## src/rtl/kbd_pkg.sv

```systemverilog
// Shared constants and types for the PS/2 keyboard event controller:
// scan codes, FSM state encoding and event/status/modifier bit positions.
package kbd_pkg;

    localparam logic [7:0] PFX_E0    = 8'hE0;
    localparam logic [7:0] PFX_F0    = 8'hF0;
    localparam logic [7:0] PFX_E1    = 8'hE1;
    localparam logic [7:0] BAT_OK    = 8'hAA;
    localparam logic [7:0] BAT_FAIL  = 8'hFC;
    localparam logic [7:0] ACK       = 8'hFA;
    localparam logic [7:0] ECHO      = 8'hEE;
    localparam logic [7:0] OVR0      = 8'h00;
    localparam logic [7:0] OVR1      = 8'hFF;
    localparam logic [7:0] SC_LSHIFT = 8'h12;
    localparam logic [7:0] SC_RSHIFT = 8'h59;
    localparam logic [7:0] SC_CTRL   = 8'h14;
    localparam logic [7:0] SC_ALT    = 8'h11;

    // Event word layout: {extended, release, scan code}
    localparam int EVT_W   = 10;
    localparam int EVT_EXT = 9;
    localparam int EVT_REL = 8;

    localparam int STAT_OVF   = 0;
    localparam int STAT_SEQ   = 1;
    localparam int STAT_BOK   = 2;
    localparam int STAT_BFAIL = 3;

    localparam int MOD_LSHIFT = 0;
    localparam int MOD_RSHIFT = 1;
    localparam int MOD_CTRL   = 2;
    localparam int MOD_ALT    = 3;

    // Bytes swallowed after an E1 prefix before the pause event is emitted
    localparam logic [2:0] E1_SKIP_LEN = 3'd7;

    typedef enum logic [2:0] {
        ST_IDLE,
        ST_E0,
        ST_F0,
        ST_E0F0,
        ST_E1SKIP
    } kbd_state_t;

    function automatic logic [EVT_W-1:0] make_evt(input logic       ext,
                                                  input logic       rel,
                                                  input logic [7:0] code);
        return {ext, rel, code};
    endfunction

endpackage

```

## src/rtl/kbd_evt_fifo.sv

```systemverilog
// First-word-fall-through event FIFO; the head word is visible combinationally
// and the last popped word is held on the output while the FIFO is empty.
module kbd_evt_fifo #(
    parameter int DEPTH = 8,
    parameter int WIDTH = 10
) (
    input  logic                     clk,
    input  logic                     rst,
    input  logic                     i_push,
    input  logic [WIDTH-1:0]         i_push_data,
    input  logic                     i_pop,
    output logic                     o_full,
    output logic                     o_empty,
    output logic [$clog2(DEPTH):0]   o_count,
    output logic [WIDTH-1:0]         o_head
);

    localparam int AW = $clog2(DEPTH);
    localparam int CW = AW + 1;
    localparam logic [CW-1:0] FULL_CNT = CW'(DEPTH);

    logic [WIDTH-1:0] r_mem [DEPTH];
    logic [AW-1:0]    r_wr_ptr;
    logic [AW-1:0]    r_rd_ptr;
    logic [CW-1:0]    r_count;
    logic [WIDTH-1:0] r_last;

    logic w_push_ok;
    logic w_pop_ok;

    assign o_full    = (r_count == FULL_CNT);
    assign o_empty   = (r_count == '0);
    // A pop frees the slot this same edge, so a push into a full FIFO is accepted.
    assign w_pop_ok  = i_pop & ~o_empty;
    assign w_push_ok = i_push & (~o_full | w_pop_ok);

    always_ff @(posedge clk) begin
        if (w_push_ok) begin
            r_mem[r_wr_ptr] <= i_push_data;
        end
    end

    always_ff @(posedge clk) begin
        if (rst) begin
            r_wr_ptr <= '0;
            r_rd_ptr <= '0;
            r_count  <= '0;
            r_last   <= '0;
        end else begin
            if (w_push_ok) begin
                r_wr_ptr <= r_wr_ptr + 1'b1;
            end
            if (w_pop_ok) begin
                r_rd_ptr <= r_rd_ptr + 1'b1;
                r_last   <= r_mem[r_rd_ptr];
            end
            case ({w_push_ok, w_pop_ok})
                2'b10:   r_count <= r_count + 1'b1;
                2'b01:   r_count <= r_count - 1'b1;
                default: r_count <= r_count;
            endcase
        end
    end

    assign o_count = r_count;
    assign o_head  = o_empty ? r_last : r_mem[r_rd_ptr];

endmodule

```

## src/rtl/kbd_event_ctrl.sv

```systemverilog
// PS/2 scan-code sequencer: decodes E0/F0/E1 prefix streams into key events,
// queues them in a FWFT FIFO and tracks modifier and sticky status state.
module kbd_event_ctrl
    import kbd_pkg::*;
#(
    parameter int DEPTH       = 8,
    parameter int TIMEOUT_CYC = 2500000
) (
    input  logic                    clk,
    input  logic                    rst,
    input  logic                    kbd_rda,
    input  logic [7:0]              kbd_byte,
    output logic                    evt_valid,
    output logic [9:0]              evt_data,
    input  logic                    evt_ack,
    output logic [$clog2(DEPTH):0]  evt_count,
    output logic [3:0]              mods,
    output logic [3:0]              stat,
    input  logic                    stat_clr
);

    localparam int TW = $clog2(TIMEOUT_CYC + 1);
    localparam logic [TW-1:0] TMO_LAST = TW'(TIMEOUT_CYC - 1);

    kbd_state_t     r_state;
    kbd_state_t     w_state_next;
    logic           r_rda_d;
    logic [TW-1:0]  r_tmo;
    logic [2:0]     r_skip;
    logic [2:0]     w_skip_next;
    logic [3:0]     r_mods;
    logic [3:0]     w_mods_next;
    logic [3:0]     r_stat;
    logic [3:0]     w_dec_set;

    logic             w_strb;
    logic             w_push;
    logic [EVT_W-1:0] w_push_data;
    logic             w_full;
    logic             w_empty;
    logic             w_fifo_drop;
    logic             w_tmo_hit;

    assign w_strb    = kbd_rda & ~r_rda_d;
    assign w_tmo_hit = (r_state != ST_IDLE) && (r_tmo == TMO_LAST);

    always_comb begin
        w_state_next = r_state;
        w_skip_next  = r_skip;
        w_push       = 1'b0;
        w_push_data  = '0;
        w_dec_set    = '0;
        if (w_strb) begin
            case (r_state)
                ST_IDLE: begin
                    case (kbd_byte)
                        PFX_E0:     w_state_next = ST_E0;
                        PFX_F0:     w_state_next = ST_F0;
                        PFX_E1: begin
                            w_state_next = ST_E1SKIP;
                            w_skip_next  = E1_SKIP_LEN;
                        end
                        BAT_OK:     w_dec_set[STAT_BOK]   = 1'b1;
                        BAT_FAIL:   w_dec_set[STAT_BFAIL] = 1'b1;
                        OVR0, OVR1: w_dec_set[STAT_OVF]   = 1'b1;
                        ACK, ECHO:  w_push = 1'b0;
                        default: begin
                            w_push      = 1'b1;
                            w_push_data = make_evt(1'b0, 1'b0, kbd_byte);
                        end
                    endcase
                end
                ST_E0: begin
                    if (kbd_byte == PFX_F0) begin
                        w_state_next = ST_E0F0;
                    end else if (kbd_byte == PFX_E0) begin
                        w_dec_set[STAT_SEQ] = 1'b1;
                    end else begin
                        // E0 12 is the fake shift the keyboard wraps around
                        // extended keys; it carries no information.
                        w_state_next = ST_IDLE;
                        if (kbd_byte != SC_LSHIFT) begin
                            w_push      = 1'b1;
                            w_push_data = make_evt(1'b1, 1'b0, kbd_byte);
                        end
                    end
                end
                ST_F0: begin
                    w_state_next = ST_IDLE;
                    if (kbd_byte == PFX_F0 || kbd_byte == PFX_E0) begin
                        w_dec_set[STAT_SEQ] = 1'b1;
                    end else begin
                        w_push      = 1'b1;
                        w_push_data = make_evt(1'b0, 1'b1, kbd_byte);
                    end
                end
                ST_E0F0: begin
                    w_state_next = ST_IDLE;
                    if (kbd_byte != SC_LSHIFT) begin
                        w_push      = 1'b1;
                        w_push_data = make_evt(1'b1, 1'b1, kbd_byte);
                    end
                end
                ST_E1SKIP: begin
                    w_skip_next = r_skip - 3'd1;
                    if (r_skip == 3'd1) begin
                        w_state_next = ST_IDLE;
                        w_push       = 1'b1;
                        w_push_data  = make_evt(1'b1, 1'b0, PFX_E1);
                    end
                end
                default: w_state_next = ST_IDLE;
            endcase
        end else if (w_tmo_hit) begin
            w_state_next        = ST_IDLE;
            w_dec_set[STAT_SEQ] = 1'b1;
        end
    end

    // Modifier state follows decoded events, whether or not the FIFO has room.
    always_comb begin
        w_mods_next = r_mods;
        if (w_push) begin
            case (w_push_data[7:0])
                SC_LSHIFT: if (!w_push_data[EVT_EXT]) w_mods_next[MOD_LSHIFT] = ~w_push_data[EVT_REL];
                SC_RSHIFT: if (!w_push_data[EVT_EXT]) w_mods_next[MOD_RSHIFT] = ~w_push_data[EVT_REL];
                SC_CTRL:   w_mods_next[MOD_CTRL] = ~w_push_data[EVT_REL];
                SC_ALT:    w_mods_next[MOD_ALT]  = ~w_push_data[EVT_REL];
                default:   w_mods_next = r_mods;
            endcase
        end
    end

    assign w_fifo_drop = w_push & w_full & ~evt_ack;

    always_ff @(posedge clk) begin
        if (rst) begin
            r_state <= ST_IDLE;
            r_rda_d <= 1'b1;
            r_tmo   <= '0;
            r_skip  <= '0;
            r_mods  <= '0;
            r_stat  <= '0;
        end else begin
            r_state <= w_state_next;
            r_rda_d <= kbd_rda;
            r_skip  <= w_skip_next;
            r_mods  <= w_mods_next;
            if (w_strb || r_state == ST_IDLE || w_tmo_hit) begin
                r_tmo <= '0;
            end else begin
                r_tmo <= r_tmo + 1'b1;
            end
            r_stat <= (stat_clr ? 4'b0000 : r_stat) | w_dec_set | {3'b000, w_fifo_drop};
        end
    end

    kbd_evt_fifo #(
        .DEPTH (DEPTH),
        .WIDTH (EVT_W)
    ) u_fifo (
        .clk         (clk),
        .rst         (rst),
        .i_push      (w_push),
        .i_push_data (w_push_data),
        .i_pop       (evt_ack),
        .o_full      (w_full),
        .o_empty     (w_empty),
        .o_count     (evt_count),
        .o_head      (evt_data)
    );

    assign evt_valid = ~w_empty;
    assign mods      = r_mods;
    assign stat      = r_stat;

endmodule

```

## config.mk

```make
export PLATFORM = sky130hd
export DESIGN_NAME = kbd_event_ctrl
export DESIGN_NICKNAME = d
export VERILOG_FILES = /design/src/rtl/kbd_pkg.sv /design/src/rtl/kbd_evt_fifo.sv /design/src/rtl/kbd_event_ctrl.sv
export SDC_FILE = /design/constraint.sdc
export NUM_CORES = 1
export LEC_CHECK = 0
export CORE_MARGIN = 4
export CORE_UTILIZATION = 37
export CTS_CLUSTER_DIAMETER = 60
export DETAILED_ROUTE_END_ITERATION = 8
export PLACE_DENSITY = 0.61
export SYNTH_ARGS = -nofsm -noshare
export SYNTH_HDL_FRONTEND = slang
export SYNTH_SLANG_ARGS = --single-unit
```

## constraint.sdc

```tcl
create_clock -name clk -period 4.1 [get_ports clk]
set_input_delay 0.615 -clock clk [delete_from_list [all_inputs] [get_ports clk]]
set_output_delay 0.615 -clock clk [all_outputs]
set_load 0.01 [all_outputs]
```

==> metrics.txt <==
status complete, no violations; largest net degree at the start of global routing 39; area of the multi-input gates 2440 µm²; Tightest Hold Check Type reg2reg; placer congestion estimate 0.910; number of global-route vias before repair 4198; Max Fclk 283 MHz; count of input and output buffers 35; WL/cell 16.6 µm; Vias 4231; final max-slew violation count 0; data arrival time of the critical path 3870 ps; Die Wd 137 µm; Final Core Density 44.9%; post-synthesis cell area 6200 µm²; 1st-iter DRT viols 206; total global routing track utilization 15.2%; Routed Antenna Nets 0; Die Y 137 µm; Top Metal Used met5; nature of the critical path endpoint flop; Post-Syn Area per Cell 11.9 µm²; DR DRC count 0; Synth Warn # 0; FF+latch count, synth 140; share of the synthesized area in the top cell type 38.7%; WL met1 5980 µm; Initial Util 37.5%; initial antenna violation count 1; CP max FO 4; Pwr Total 3.84 mW; FF+latch area 3600 µm²; fin crit share 86.2%; grt ovf 0; peak supply drop 0.000355 V; core area 16500 µm²; pwr dens 518 nW/µm²; placed cell areas 6900 µm²; # diodes 0; CTS resizes 0; Leakage Power 2.42 nW; WL met3 637 µm; Slew headroom 29.9%; Yosys top cell by area edfxtp_1; Synth area leaders edfxtp_1 (39%), dfxtp_1 (19%), mux4_2 (7.3%), nor2_1 (5.7%), a21oi_1 (2.5%); Hold Buf Count CTS 0; predominant post-synthesis flop cell edfxtp_1; clock skew 14.3 ps; placed cell count 777; Unique masters post-synth 57; fin crit period 3530 ps; First-pass DRT Iterations 4; Post-synth EDFFs 80; setup TNS 0 ps; Synth-to-Final Area Change 19.7%; deepest clock path buffer count 2; layout cells sized above 1 14.6%; die area 18900 µm²; final setup margin 565 ps; H-tree levels 4; CTS buffer count 17; FP Rows 47; asr flop ratio synth 0%; Via density 5.24; Startpoint Class primary input; drt total wl 13400 µm; first-pass GRT wire length 21900 µm; kind of critical path in2reg; actual slew at the worst max-slew pin 1040 ps; pre-CTS setup slack 166 ps; final hold violations 0; Detailed Place HPWL 9370 µm; Clock Pin Slew Worst Setup and Hold Paths 60 ps; worst hold slack 464 ps; # fillers 1460; Sink Count 140; fin area 7420 µm²; Final Net Count 597; CTS tree yes; Final setup viols 0; met2 WL 6720 µm; num ports 36; Post-Syn Instances 523; root buf cell clkbuf_16; Critical Path RT 4430 ps; worst-skew pair later-pin latency 410 ps; fin cells 808; sequential area share after synthesis 58.1%; Setup Fix Bufs, Post-CTS 0; r2r setup slk 900 ps; Max Cap Viol 0; RSZ-0062 raised after global routing no; syn nets 544
flip-flops by register name, summed over array words and instances (netlist names), named ones only:
register	count
u_fifo.r_mem	80
r_tmo	22
u_fifo.r_last	10
mods	4
stat	4
u_fifo.o_count	4
r_skip	3
r_state	3
u_fifo.r_rd_ptr	3
u_fifo.r_wr_ptr	3
r_rda_d	1
path summary, 6_finish.rpt:
path | from | endpoint | cells past startpoint
worst max-delay path | kbd_byte[0] | u_fifo.o_count[2]$_SDFFE_PP0P_ | 12
worst max register to register | r_state[0]$_SDFFE_PP0P_ | u_fifo.o_count[2]$_SDFFE_PP0P_ | 11
worst min register to register | stat[2]$_SDFF_PP0_ | stat[2]$_SDFF_PP0_ | 2
worst min-delay path | stat[2]$_SDFF_PP0_ | stat[2]$_SDFF_PP0_ | 2
worst max-delay path: stages:
cell and delay [ps]:
clkdlybuf4s50_1 420, or4_4 570, nor4_1 360, o31ai_1 190, o311ai_2 350, ha_1 320, xor2_1 100, ha_1 190
a21oi_1 190, xor2_1 110, or3_1 310, a21oi_1 140
synth_stat cells (all sizes together), types with 2 or more instances:
cell type and number:
a211oi 14, a21oi 31, a22oi 2, a31oi 3, and3 5, buf 8, clkbuf 18, dfxtp 60
edfxtp 80, ha 8, inv 10, mux2 5, mux2i 13, mux4 20, nand2 26, nand2b 5
nand3 14, nand4 8, nand4b 3, nor2 94, nor2b 8, nor3 13, nor4 6, nor4b 3
o21ai 4, o31a 2, o31ai 2, o41ai 2, or2 5, or3 3, or4 3, xnor2 11
xor2 17
cell families after synthesis:
kind of cell / after synthesis / share of synthesized area, %
xor gates and xnor gates: 28 / 3.95
and+or+nand+nor: 200 / 15.3
buffers and inverters: 36 / 2.48
DFF: 140 / 58.1
AOI/OAI and AO/OA: 73 / 8.25
muxes: 38 / 10.3
adders and majority gates: 8 / 1.61
layer usage:
layer	vias up	track usage (%)
li1	2041	-
met3	10	3.36
met4	2	5.88
met2	102	25.5
met1	2076	19.1
met5	-	0
final cells by class:
class / instances / share of cell area (%)
Clock buffer: 19 / 5.83
Clock inverter: 12 / 1.23
Inverter: 10 / 0.506
Multi-Input combinational cell: 347 / 32.9
Sequential cell: 140 / 48.5
Tap cell: 220 / 3.71
Timing Repair Buffer: 60 / 7.25
where the power goes:
part           internal (mW)  leakage, nW  switching (mW)
clock                  0.772        0.242           0.573
combinational          0.463        0.949           0.437
sequential              1.55         1.23          0.0536
cell usage in the layout, fill, tap and decap left out, drive strengths merged, types with 2 or more instances in the layout:
cell           netlist  routed
a211oi              14      14
a21oi               31      31
a22oi                2       2
a31oi                3       3
and3                 5       5
buf                  8      25
clkbuf              18      19
clkdlybuf4s50        0      35
clkinv               0       4
clkinvlp             0       5
dfxtp               60      60
edfxtp              80      80
ha                   8       8
inv                 10      13
mux2                 5       5
mux2i               13      13
mux4                20      20
nand2               26      26
nand2b               5       5
nand3               14      14
nand4                8       8
nand4b               3       3
nor2                94      94
nor2b                8       8
nor3                13      13
nor4                 6       6
nor4b                3       3
o21ai                4       4
o31a                 2       2
o31ai                2       2
o41ai                2       2
or2                  5       5
or3                  3       3
or4                  3       3
xnor2               11      11
xor2                17      17
Note: power is estimated with default switching activity, not from simulation.
